$ cat config.mk
export PLATFORM = sky130hd
export DESIGN_NAME = neuron_update_scheduler_flat
export DESIGN_NICKNAME = d
export VERILOG_FILES = /design/src/rtl/snn_ctrl_pkg.sv /design/src/rtl/neuron_update_scheduler_if.sv /design/src/rtl/neuron_update_scheduler.sv /design/src/flat_wrapper.sv
export SDC_FILE = /design/constraint.sdc
export NUM_CORES = 1
export LEC_CHECK = 0
export CORE_ASPECT_RATIO = 0.8
export CORE_MARGIN = 5
export CORE_UTILIZATION = 39
export DETAILED_ROUTE_END_ITERATION = 6
export GPL_TIMING_DRIVEN = 1
export PLACE_DENSITY = 0.72
export SLEW_MARGIN = 15
export SYNTH_ARGS = -nofsm -noshare
export SYNTH_HDL_FRONTEND = slang
export SYNTH_SLANG_ARGS = --single-unit
$ cat constraint.sdc
create_clock -name CLK -period 2.01 [get_ports CLK]
set_input_delay 0.603 -clock CLK [delete_from_list [all_inputs] [get_ports CLK]]
set_output_delay 0.603 -clock CLK [all_outputs]
set_load 0.01 [all_outputs]
$ cat src/rtl/snn_ctrl_pkg.sv
// Shared control definitions for the SNN core: scheduler FSM encoding and
// default core geometry.
package snn_ctrl_pkg;

   localparam int N_NEUR_DEF           = 256;
   localparam int ADDR_WIDTH_DEF       = 8;
   localparam int SYN_WEIGHT_WIDTH_DEF = 4;
   localparam int LEAK_LAT_DEF         = 3;

   typedef enum logic [2:0] {
      S_IDLE,
      S_EV_RD,
      S_EV_EXEC,
      S_EV_WB,
      S_LK_RD,
      S_LK_EXEC,
      S_LK_WB
   } state_t;

   function automatic logic is_leak_state(input state_t s);
      return (s == S_LK_RD) || (s == S_LK_EXEC) || (s == S_LK_WB);
   endfunction

endpackage

$ cat src/rtl/neuron_update_scheduler_if.sv
// Synaptic event handshake bundle between the event router (master) and the
// neuron update scheduler (slave).
interface neuron_update_scheduler_if #(
   parameter int ADDR_WIDTH       = 8,
   parameter int SYN_WEIGHT_WIDTH = 4
);
   logic                        ev_valid;
   logic                        ev_ready;
   logic [ADDR_WIDTH-1:0]       ev_addr;
   logic                        ev_inh;
   logic [SYN_WEIGHT_WIDTH-1:0] ev_weight;

   modport master (
      output ev_valid, ev_addr, ev_inh, ev_weight,
      input  ev_ready
   );

   modport slave (
      input  ev_valid, ev_addr, ev_inh, ev_weight,
      output ev_ready
   );
endinterface

$ cat src/rtl/neuron_update_scheduler.sv
// Sequences state-SRAM read / datapath execute / write-back for synaptic events
// and for periodic full-core leak sweeps; leak requests take priority.
module neuron_update_scheduler
   import snn_ctrl_pkg::*;
#(
   parameter int N_NEUR           = N_NEUR_DEF,
   parameter int ADDR_WIDTH       = ADDR_WIDTH_DEF,
   parameter int SYN_WEIGHT_WIDTH = SYN_WEIGHT_WIDTH_DEF,
   parameter int LEAK_LAT         = LEAK_LAT_DEF
) (
   input  logic                        CLK,
   input  logic                        RST,
   input  logic                        leak_tick,
   neuron_update_scheduler_if.slave    ev,
   output logic                        sram_rd_en,
   output logic [ADDR_WIDTH-1:0]       sram_rd_addr,
   output logic                        sram_wr_en,
   output logic [ADDR_WIDTH-1:0]       sram_wr_addr,
   output logic                        dp_event_leak,
   output logic                        dp_event_exc,
   output logic                        dp_event_inh,
   output logic [SYN_WEIGHT_WIDTH-1:0] dp_syn_weight,
   input  logic                        dp_spike,
   output logic                        spike_valid,
   output logic [ADDR_WIDTH-1:0]       spike_addr,
   output logic                        busy,
   output logic                        sweep_done,
   output logic                        leak_overrun
);

   localparam int LAT_W = (LEAK_LAT > 1) ? $clog2(LEAK_LAT) : 1;

   state_t                      state_q, state_d;
   logic [ADDR_WIDTH-1:0]       cnt_q, cnt_d;
   logic [LAT_W-1:0]            lat_q, lat_d;
   logic                        pend_q, pend_d;
   logic [ADDR_WIDTH-1:0]       addr_q, addr_d;
   logic                        inh_q, inh_d;
   logic [SYN_WEIGHT_WIDTH-1:0] wgt_q, wgt_d;
   logic                        in_leak;

   always_ff @(posedge CLK or posedge RST) begin
      if (RST) begin
         state_q <= S_IDLE;
         cnt_q   <= '0;
         lat_q   <= '0;
         pend_q  <= 1'b0;
      end else begin
         state_q <= state_d;
         cnt_q   <= cnt_d;
         lat_q   <= lat_d;
         pend_q  <= pend_d;
      end
   end

   // Captured event fields are only consumed in EV_* states, so no reset needed.
   always_ff @(posedge CLK) begin
      addr_q <= addr_d;
      inh_q  <= inh_d;
      wgt_q  <= wgt_d;
   end

   always_comb begin
      state_d       = state_q;
      cnt_d         = cnt_q;
      lat_d         = lat_q;
      pend_d        = pend_q;
      addr_d        = addr_q;
      inh_d         = inh_q;
      wgt_d         = wgt_q;
      ev.ev_ready   = 1'b0;
      sram_rd_en    = 1'b0;
      sram_rd_addr  = '0;
      sram_wr_en    = 1'b0;
      sram_wr_addr  = '0;
      dp_event_leak = 1'b0;
      dp_event_exc  = 1'b0;
      dp_event_inh  = 1'b0;
      dp_syn_weight = '0;
      spike_valid   = 1'b0;
      spike_addr    = '0;
      sweep_done    = 1'b0;

      in_leak      = is_leak_state(state_q);
      busy         = (state_q != S_IDLE);
      leak_overrun = leak_tick & (pend_q | in_leak) & ~RST;
      if (leak_tick && !pend_q && !in_leak)
         pend_d = 1'b1;

      case (state_q)
         S_IDLE: begin
            if (pend_q || leak_tick) begin
               state_d = S_LK_RD;
               cnt_d   = '0;
               pend_d  = 1'b0;
            end else begin
               ev.ev_ready = ~RST;
               if (ev.ev_valid) begin
                  addr_d  = ev.ev_addr;
                  inh_d   = ev.ev_inh;
                  wgt_d   = ev.ev_weight;
                  state_d = S_EV_RD;
               end
            end
         end
         S_EV_RD: begin
            sram_rd_en   = 1'b1;
            sram_rd_addr = addr_q;
            state_d      = S_EV_EXEC;
         end
         S_EV_EXEC: begin
            dp_event_exc  = ~inh_q;
            dp_event_inh  = inh_q;
            dp_syn_weight = wgt_q;
            state_d       = S_EV_WB;
         end
         S_EV_WB: begin
            sram_wr_en   = 1'b1;
            sram_wr_addr = addr_q;
            spike_valid  = dp_spike;
            spike_addr   = addr_q;
            state_d      = S_IDLE;
         end
         S_LK_RD: begin
            sram_rd_en   = 1'b1;
            sram_rd_addr = cnt_q;
            lat_d        = LAT_W'(LEAK_LAT - 1);
            state_d      = S_LK_EXEC;
         end
         S_LK_EXEC: begin
            dp_event_leak = 1'b1;
            if (lat_q == '0)
               state_d = S_LK_WB;
            else
               lat_d = lat_q - 1'b1;
         end
         S_LK_WB: begin
            sram_wr_en   = 1'b1;
            sram_wr_addr = cnt_q;
            spike_valid  = dp_spike;
            spike_addr   = cnt_q;
            if (cnt_q == ADDR_WIDTH'(N_NEUR - 1)) begin
               sweep_done = 1'b1;
               cnt_d      = '0;
               state_d    = S_IDLE;
            end else begin
               cnt_d   = cnt_q + 1'b1;
               state_d = S_LK_RD;
            end
         end
         default: state_d = S_IDLE;
      endcase
   end

endmodule

$ cat src/flat_wrapper.sv
// flat-port wrapper written by rule: the top's interface ports become plain ports
module neuron_update_scheduler_flat import snn_ctrl_pkg::*;
#(
   parameter int N_NEUR           = N_NEUR_DEF,
   parameter int ADDR_WIDTH       = ADDR_WIDTH_DEF,
   parameter int SYN_WEIGHT_WIDTH = SYN_WEIGHT_WIDTH_DEF,
   parameter int LEAK_LAT         = LEAK_LAT_DEF
)
  (CLK, RST, leak_tick, sram_rd_en, sram_rd_addr, sram_wr_en, sram_wr_addr, dp_event_leak, dp_event_exc, dp_event_inh, dp_syn_weight, dp_spike, spike_valid, spike_addr, busy, sweep_done, leak_overrun, ev_ev_valid, ev_ev_addr, ev_ev_inh, ev_ev_weight, ev_ev_ready);
  neuron_update_scheduler_if #(.ADDR_WIDTH(ADDR_WIDTH), .SYN_WEIGHT_WIDTH(SYN_WEIGHT_WIDTH)) ev_i ();
  input  logic CLK;
  input  logic RST;
  input  logic leak_tick;
  output logic sram_rd_en;
  output logic [ADDR_WIDTH-1:0] sram_rd_addr;
  output logic sram_wr_en;
  output logic [ADDR_WIDTH-1:0] sram_wr_addr;
  output logic dp_event_leak;
  output logic dp_event_exc;
  output logic dp_event_inh;
  output logic [SYN_WEIGHT_WIDTH-1:0] dp_syn_weight;
  input  logic dp_spike;
  output logic spike_valid;
  output logic [ADDR_WIDTH-1:0] spike_addr;
  output logic busy;
  output logic sweep_done;
  output logic leak_overrun;
  input wire logic [$bits(ev_i.ev_valid)-1:0] ev_ev_valid;
  input wire logic [$bits(ev_i.ev_addr)-1:0] ev_ev_addr;
  input wire logic [$bits(ev_i.ev_inh)-1:0] ev_ev_inh;
  input wire logic [$bits(ev_i.ev_weight)-1:0] ev_ev_weight;
  output wire logic [$bits(ev_i.ev_ready)-1:0] ev_ev_ready;
  assign ev_i.ev_valid = ev_ev_valid;
  assign ev_i.ev_addr = ev_ev_addr;
  assign ev_i.ev_inh = ev_ev_inh;
  assign ev_i.ev_weight = ev_ev_weight;
  assign ev_ev_ready = ev_i.ev_ready;
  neuron_update_scheduler #(.N_NEUR(N_NEUR), .ADDR_WIDTH(ADDR_WIDTH), .SYN_WEIGHT_WIDTH(SYN_WEIGHT_WIDTH), .LEAK_LAT(LEAK_LAT)) u_core (.CLK(CLK), .RST(RST), .leak_tick(leak_tick), .ev(ev_i), .sram_rd_en(sram_rd_en), .sram_rd_addr(sram_rd_addr), .sram_wr_en(sram_wr_en), .sram_wr_addr(sram_wr_addr), .dp_event_leak(dp_event_leak), .dp_event_exc(dp_event_exc), .dp_event_inh(dp_event_inh), .dp_syn_weight(dp_syn_weight), .dp_spike(dp_spike), .spike_valid(spike_valid), .spike_addr(spike_addr), .busy(busy), .sweep_done(sweep_done), .leak_overrun(leak_overrun));
endmodule
==> impl.org, run 1 <==
** Run status
- The run finished, with violations left.
- Violations in the final reports :: setup timing

** Critical path
- On the worst path, the slowest cell contributes a delay of 0.48 ns.
- The setup path with the least slack is of type reg -> out.
- Data required time of the critical path :: 1.41 ns
- Counting both buffers and inverters, the worst setup path holds a total of 4.
- Worst r2r dst :: u_core.cnt_q[3]
- The worst setup path is launched from a flop.
- The worst register-to-register path has a setup slack of 0.25 ns.
- Max stage delay cell, worst path :: dfrtp_2
- For the worst setup path, the data arrival time is 1.50 ns.
- In this run the critical register-to-register path is launched from u_core.state_q[2].
- The number of cells on the worst reg-to-reg path is 7.
- In this run the worst path has a maximum fanout of 10.
- Cells traversed along the worst timing path :: inv_2, nor2_4, buf_12, a22oi_2, buf_4, nor2_2, buf_2
- The kind of cell with the highest combined delay along the critical path is buffers and inverters.
- STA classifies the critical path endpoint as an output pin.

** Cells and area
- Synthesis-to-finish area growth :: 60.6%
- Count of placed standard cells in the final layout, fillers left out :: 278
- Final core occ :: 63.6%
- Cells with a size suffix above 1 make up 49.1% of the layout.
- The top cell types in the final layout, fill and taps aside, are buf_2 (30), buf_4 (28), nor2_1 (26).
- The finished cells cover 0.00237 mm².
- Leading cell type in the layout, fill and taps excluded :: buf_2
- The number of antenna diodes in the final layout is 0.
- After the last flow step, the layout net total stands at 255.

** Power
- Sequential cells burn 29.5% of the power.
- Per report_power, the clock group accounts for 11.6% of the total.
- The analysis attributes to cell leakage a power of 1.09 nW.
- Internal power comes to 1.72 mW.
- Maximum VDD drop :: 0.639 mV
- In this run the power spent charging and discharging nets is 1.10 mW.
- Fraction of power consumed by combinational cells :: 59.0%
- For this design the ratio of total power to cell area is 1190 mW/mm².
- Switching share of power :: 39.0%
- Sum of internal, switching and leakage power :: 2.81 mW

** Timing
- Maximum clock frequency :: 476 MHz
- Setup repair after global routing missed its margin :: yes
- Total Neg Setup Slack :: -1.30 ns
- Portion of the clock cycle consumed by the worst path in the final layout :: 105%
- Pins Over Slew Limit :: 0
- In the post-route analysis, the smallest setup slack over all paths is -0.0930 ns.
- The final hold violation count is 0.
- Across the routed clock network, the largest skew measured is 0.00560 ns.
- For the pin with the worst max-slew slack, the measured transition is 0.577 ns.
- Hold_ws :: 0.521 ns
- Endpoints failing setup :: 31
- Shortest clock period the worst path allows after layout :: 2.10 ns
- Relative slew slack :: 61.5%

** Drt
- Vias per inst :: 5.31
- DRT antenna net count :: 0
- Wire length per cell :: 16.2 µm
- The first detailed-routing pass took 4 iterations.
- Number of vias in the routed layout :: 1477
- DRC viols :: 0
- Final routed wirelength across all metal layers :: 4.51 mm
- DR iter-0 viols :: 120

** Floorplan
- Measured along the y axis, the die boundary spans 65.0 µm.
- The floorplan has 20 rows.
- After floorplanning, the core was sized to cover 0.00373 mm².
- Measured along the x axis, the die boundary spans 78.8 µm.
- Once the floorplan was initialized, standard cells occupied 39.6% of the core.
- During I/O placement, the number of pins put on the boundary was 56.
- The floorplan step defined a die boundary enclosing 0.00512 mm².

** GRT
- For this run, global-route usage on met1 was measured as 21.8%.
- In this run the most used layer during global routing was met2.
- The number of global-route vias before repair came to 1518.
- The total overflow left after global routing is 0.
- Global-route met3 utilization :: 4.03%
- Antenna violations before repair :: 0
- Global routing consumed, on the met2 layer, 31.9% of the routing resources.
- Entering global routing, the biggest net connects 18 pins.
- Global routing consumed, over all layers together, 17.9% of the routing resources.
- Global-route wire length before repair :: 7.26 mm

** Synthesis
- The number of nets handed over by synthesis was 171.
- Share of flip-flops with an asynchronous set or reset :: 51.9%
- In the synthesized netlist, the number of instances is 151.
- After synthesis, flip-flops and latches occupy 50.2% of the total area.
- The share of synthesized area in the top cell type comes to 26.4%.
- The cell area that synthesis handed to floorplanning was 0.00148 mm².
- Yosys mapped a number of flops with a built-in enable equal to 13.
- In the synthesized netlist the dominant register cell turns out to be dfrtp_1.
- Yosys attributes the largest share of cell area to edfxtp_1 (26%), dfrtp_1 (24%), nor2_1 (7.1%).
- Yosys printed 0 warnings.
- The synthesized netlist contains 40 unique library cells.
- Cell type with the highest aggregate area in the netlist :: edfxtp_1
- After synthesis, the mean cell area works out to 9.78 µm².
- Register bit count reported by yosys :: 27

** Min path
- Class of the tightest hold or removal check :: reg -> reg
- For hold timing, the worst endpoint is u_core.lat_q[0].
- Along the worst hold path, the cell count comes to 1.
- Startpoint of the lowest-slack hold path :: u_core.lat_q[0]

** Run
- Max-cap check violation count :: 0

** Place
- Dpl cell area :: 0.00217 mm²
- HPWL after detailed placement :: 3.20 mm
- Minimum setup slack after placement :: -0.510 ns
- Input/output buffers :: 55
- The number of placed instances, taps included, is 260.
- Routability-driven placement finished with a final weighted congestion of 0.912.

** Clock network
- TritonCTS built the clock tree.
- For this design, the sink count on the clock tree is 27.
- Number of buffers created by CTS :: 3
- Number of hold buffers added after cts :: 0
- After clock tree synthesis, the clock-pin slew on the worst setup and hold paths is 0.10 ns.
- CTS built an H-tree with a depth of 1.
- CTS Root Buffer Type :: clkbuf_8
- In this run the deepest clock path goes through 2 buffers.
- Clk Latency, worst-skew pair :: 0.28 ns
## cell type report
class / instances / area, µm²
Clock inverter: 1 / 8.76
Sequential cell: 27 / 744
Inverter: 6 / 22.5
Tap cell: 44 / 55.1
Fill cell: 312 / 1360
Timing Repair Buffer: 94 / 753
Multi-Input combinational cell: 103 / 746
Clock buffer: 3 / 41.3
## cells by family (layout without fill, tap and decap cells)
| logic type | count (synthesis) | in the layout | synth area share (%) |
|---|---|---|---|
| AND/OR/NAND/NOR | 61 | 61 | 20.1 |
| AO/OA/AOI/OAI | 37 | 37 | 17.5 |
| XOR/XNOR | 1 | 1 | 0.593 |
| adder cells (fa/ha/maj) | 2 | 2 | 1.69 |
| flip-flops | 27 | 27 | 50.2 |
| multiplexers | 2 | 2 | 1.44 |
| buffers and inverters | 21 | 104 | 8.56 |
## Yosys cell counts (3+ instances only)
cell type / number
a21oi_1: 6
a22oi_1: 9
and2_1: 6
buf_4: 8
clkbuf_1: 3
dfrtp_1: 14
edfxtp_1: 13
inv_1: 6
nand2_1: 7
nand3_1: 3
nor2_1: 28
nor3_1: 3
o21a_1: 3
o21ai_0: 5
o21ai_1: 3
## power groups by stage
stage / Sequential, mW / Clock (mW) / Combinational (mW)
floorplan: 0.774 / 0 / 0.701
global placement: 0.799 / 0 / 1.23
detailed placement: 0.806 / 0 / 1.29
CTS: 0.815 / 0.341 / 1.43
global route: 0.842 / 0.357 / 1.80
finish: 0.828 / 0.326 / 1.66
## worst max path at each step
| stage | end | startpoint | cells past startpoint | slack [ns] |
|---|---|---|---|---|
| 6_report | sram_wr_addr[2] | u_core.state_q[0] | 7 | -0.09 |
| 5_1_grt | spike_addr[2] | u_core.state_q[0] | 7 | -0.16 |
| 4_1_cts | ev_ev_ready | u_core.state_q[0] | 3 | -0.18 |
| 3_5_place_dp | ev_ev_ready | leak_tick | 3 | -0.51 |
| 3_3_place_gp | ev_ev_ready | leak_tick | 3 | -0.48 |
| 2_1_floorplan | sram_wr_addr[0] | u_core.state_q[0] | 6 | 0.01 |
## worst reg2reg max path, cell delays in order, from the launching register on
cell	delay (ns)
dfrtp_2	0.47
buf_4	0.15
buf_6	0.11
buf_6	0.12
and3b_1	0.23
o21ai_1	0.22
o21ai_0	0.17
a21o_1	0.19
## flip-flops by register name, summed over array words and instances, names as in the netlist
name / count
u_core.addr_q: 8
u_core.cnt_q: 8
u_core.wgt_q: 4
u_core.state_q: 3
u_core.lat_q: 2
u_core.inh_q: 1
u_core.pend_q: 1
## metal layers
metal  part of all wire, %  vias to the layer above
met5                     0                        -
met4                   3.3                        0
met3                   4.5                       14
met2                    50                       46
met1                    42                      721
li1                      -                      696
## repair_timing
action,4_1_cts,5_1_grt
pin swaps,14,15
resized for setup,177,32
buffers inserted,8,11
endpoints found under the setup margin,38,37
hold endpoints to repair,0,0
(Power assumes the default switching activity.)
==> inputs of run 2 (changes only) <==
--- a/config.mk
+++ b/config.mk
@@ -10,8 +10,7 @@
 export CORE_UTILIZATION = 39
 export DETAILED_ROUTE_END_ITERATION = 6
 export GPL_TIMING_DRIVEN = 1
-export PLACE_DENSITY = 0.72
-export SLEW_MARGIN = 15
+export PLACE_DENSITY = 0.82
 export SYNTH_ARGS = -nofsm -noshare
 export SYNTH_HDL_FRONTEND = slang
 export SYNTH_SLANG_ARGS = --single-unit
==> run 2 against run 1 <==
  * The flow still finishes with violations (setup timing)
  * Clock skew fell by 0.0037 ns
  * Critical path depth decreased by 1
  * Combinational power shrank 4%
  * Worst setup slack worse by 0.0060 ns
  * Routed wire length fell by 2.5%
  * Sequential power is 5.2% lower
  * Largest cell class unchanged
  * Largest power group unchanged
==> impl.org, run 2 (same netlist as run 1, synthesis figures left out) <==
** Power
- Clock power frac :: 11.7%
- Combinational cells account for 59.2% of the total power.
- For this design the total switching power over the nets is 1.06 mW.
- Power density over the cells :: 1140 mW/mm²
- In this run, flip-flops and latches consume 29.1% of the power.
- Cell internal pwr :: 1.64 mW
- Maximum VDD drop :: 0.624 mV
- The analysis attributes to cell leakage a power of 1.13 nW.
- Sum of internal, switching and leakage power :: 2.70 mW
- Switching share of power :: 39.3%

** Floorplan
- The floorplan step defined a die boundary enclosing 0.00512 mm².
- Initial cell density of the core :: 39.6%
- Core outline area :: 0.00373 mm²
- The floorplan step set the die height to 65.0 µm.
- Number of top-level pins :: 56
- Die span in x :: 78.8 µm
- Row generation in the floorplan step produced 20 rows.

** Clock network
- Clock-pin slew was measured on the worst setup and hold paths at 0.09 ns.
- At the later pin of the worst-skew pair, clock insertion delay measures 0.27 ns.
- Clock tree from TritonCTS :: yes
- CTS Root Buffer Type :: clkbuf_8
- CTS sink cnt :: 27
- Maximum buffer depth of the clock tree :: 2
- CTS built an H-tree with a depth of 1.
- Number of hold buffers added after cts :: 0
- Number of buffers created by CTS :: 3

** Drt
- DRC viols :: 0
- Wire length per cell :: 15.7 µm
- Number of vias in the routed layout :: 1466
- Vias per inst :: 5.24
- Number of iterations in the first detailed-routing pass :: 4
- DR iter-0 viols :: 126
- Final routed wirelength across all metal layers :: 4.39 mm
- The count of nets left with antenna violations once routing finished came out at 0.

** GRT
- Number of global-route vias before repair :: 1503
- Overall Global Routing Usage :: 17.3%
- Remaining global-route overflow :: 0
- Maximum number of pins on one net before global-route repair :: 17
- Antenna violations before repair :: 0
- The first global-routing pass estimated 6.98 mm of wire.

** Critical path
- CP max FO :: 5
- Worst Path Class, Setup :: reg -> out
- Category of the worst setup path capture point :: output pin
- Worst r2r src :: u_core.state_q[0]
- Data required time of the critical path :: 1.41 ns
- Worst r2r dst :: u_core.addr_q[0]
- The worst setup path is launched from a flop.
- The setup check on the worst reg-to-reg path leaves a slack of 0.18 ns.
- Depth of the worst register-to-register path :: 5
- Data arrival time of the worst path :: 1.51 ns

** Place
- The count of buffers added on input and output ports is 55.
- Number of placed instances with taps included :: 268
- At the end of routability-driven placement, the weighted congestion stood at 0.908.
- HPWL after detailed placement :: 2.92 mm

** Cells and area
- Antenna diodes :: 0
- The library cells used most frequently in the layout, excluding fill and tap cells, are buf_2 (32), buf_4 (31), nor2_1 (23).
- In the final design database the tool counted 257 nets.
- Final core occ :: 63.2%
- Largest regs :: u_core.addr_q: 8 flops, u_core.cnt_q: 8 flops, u_core.wgt_q: 4 flops
- Fill cell total of the finished layout :: 309
- Leaving out fill and tap cells, the most frequent cell in the layout is buf_2.
- Fraction of final layout cells sized beyond drive strength 1 :: 49.2%
- Leaving out filler cells and counting taps, the final layout contains 280.
- Relative to the synthesized area, the layout overhead comes to 59.6%.

** Timing
- Endpoints failing setup :: 34
- Setup ws final :: -0.0990 ns
- Count of endpoints failing hold in the final timing report :: 0
- Maximum clock frequency :: 474 MHz
- The max-slew violation total from the final report is 0.
- On the final layout, the worst clock skew is 0.00192 ns.
- Relative slew slack :: 60.7%
- Shortest clock period the worst path allows after layout :: 2.11 ns
- Worst Tran Pin Value :: 0.590 ns
- The worst path uses 105% of the clock period.
- Setup repair after global routing missed its margin :: yes

** Run status
- Violations in the final reports :: setup timing
- Outcome :: finished, violations left

** Min path
- The path class of the tightest hold or removal check is in -> async.

** Run
- Across the run, the number of max-cap violations was 0.
## run 2: worst max-delay path, cell delays in order, from the launching register on
cell,delay (ns)
dfrtp_2,0.46
buf_6,0.14
nor2b_4,0.13
buf_6,0.15
o21a_1,0.13
and2_1,0.11
buf_2,0.12
## run 2: metrics by stage
step                TNS [ns]  cell area, µm²  setup slack [ns]  hold WS, ns
CTS                    -2.28            2280            -0.199        0.519
finish                 -1.57            2360           -0.0990        0.476
global placement       -7.67            2240            -0.461        0.490
detailed placement     -8.86            2240            -0.495        0.493
global route           -4.48            2360            -0.175        0.525
floorplan                  0            1480            0.0133        0.473
## run 2: metal layers
metal	vias up	track usage, %	part of all wire [%]
met5	-	0	0
met4	0	4.59	1.2
met3	8	3.89	6.9
met2	60	30.8	50
met1	700	20.9	42
li1	698	-	-
## run 2: power by group through the flow
| stage | Combinational [mW] | Sequential [mW] | Clock (mW) |
|---|---|---|---|
| floorplan | 0.701 | 0.774 | 0 |
| detailed placement | 1.38 | 0.779 | 0 |
| global placement | 1.34 | 0.775 | 0 |
| CTS | 1.53 | 0.775 | 0.328 |
| global route | 1.73 | 0.797 | 0.345 |
| finish | 1.60 | 0.785 | 0.315 |
## run 2: layout make-up
cell class | instances | area (µm²) | area share, %
inverters | 6 | 22.5 | 0.956
flip-flops and latches | 27 | 743 | 31.5
repair buffers | 96 | 744 | 31.6
well taps | 44 | 55.1 | 2.34
clock buffers | 3 | 41.3 | 1.75
multi-input cells | 103 | 742 | 31.5
clock inverters | 1 | 7.51 | 0.319
## run 2: worst max path at each step
stage | cells after the start | to | slack, ns | from
after floorplan | 6 | sram_wr_addr[0] | 0.01 | u_core.state_q[0]
after global placement | 3 | ev_ev_ready | -0.46 | leak_tick
after detailed placement | 3 | ev_ev_ready | -0.49 | leak_tick
after CTS | 3 | busy | -0.20 | u_core.state_q[0]
after global routing | 6 | sram_wr_addr[5] | -0.17 | u_core.state_q[0]
final | 6 | spike_valid | -0.1 | u_core.state_q[0]
## run 2: what timing repair did
action,in CTS,in global routing
cloned,1,0
endpoints found under the setup margin,38,38
gates resized for setup,178,23
setup buffers,6,1
pin swaps,10,18
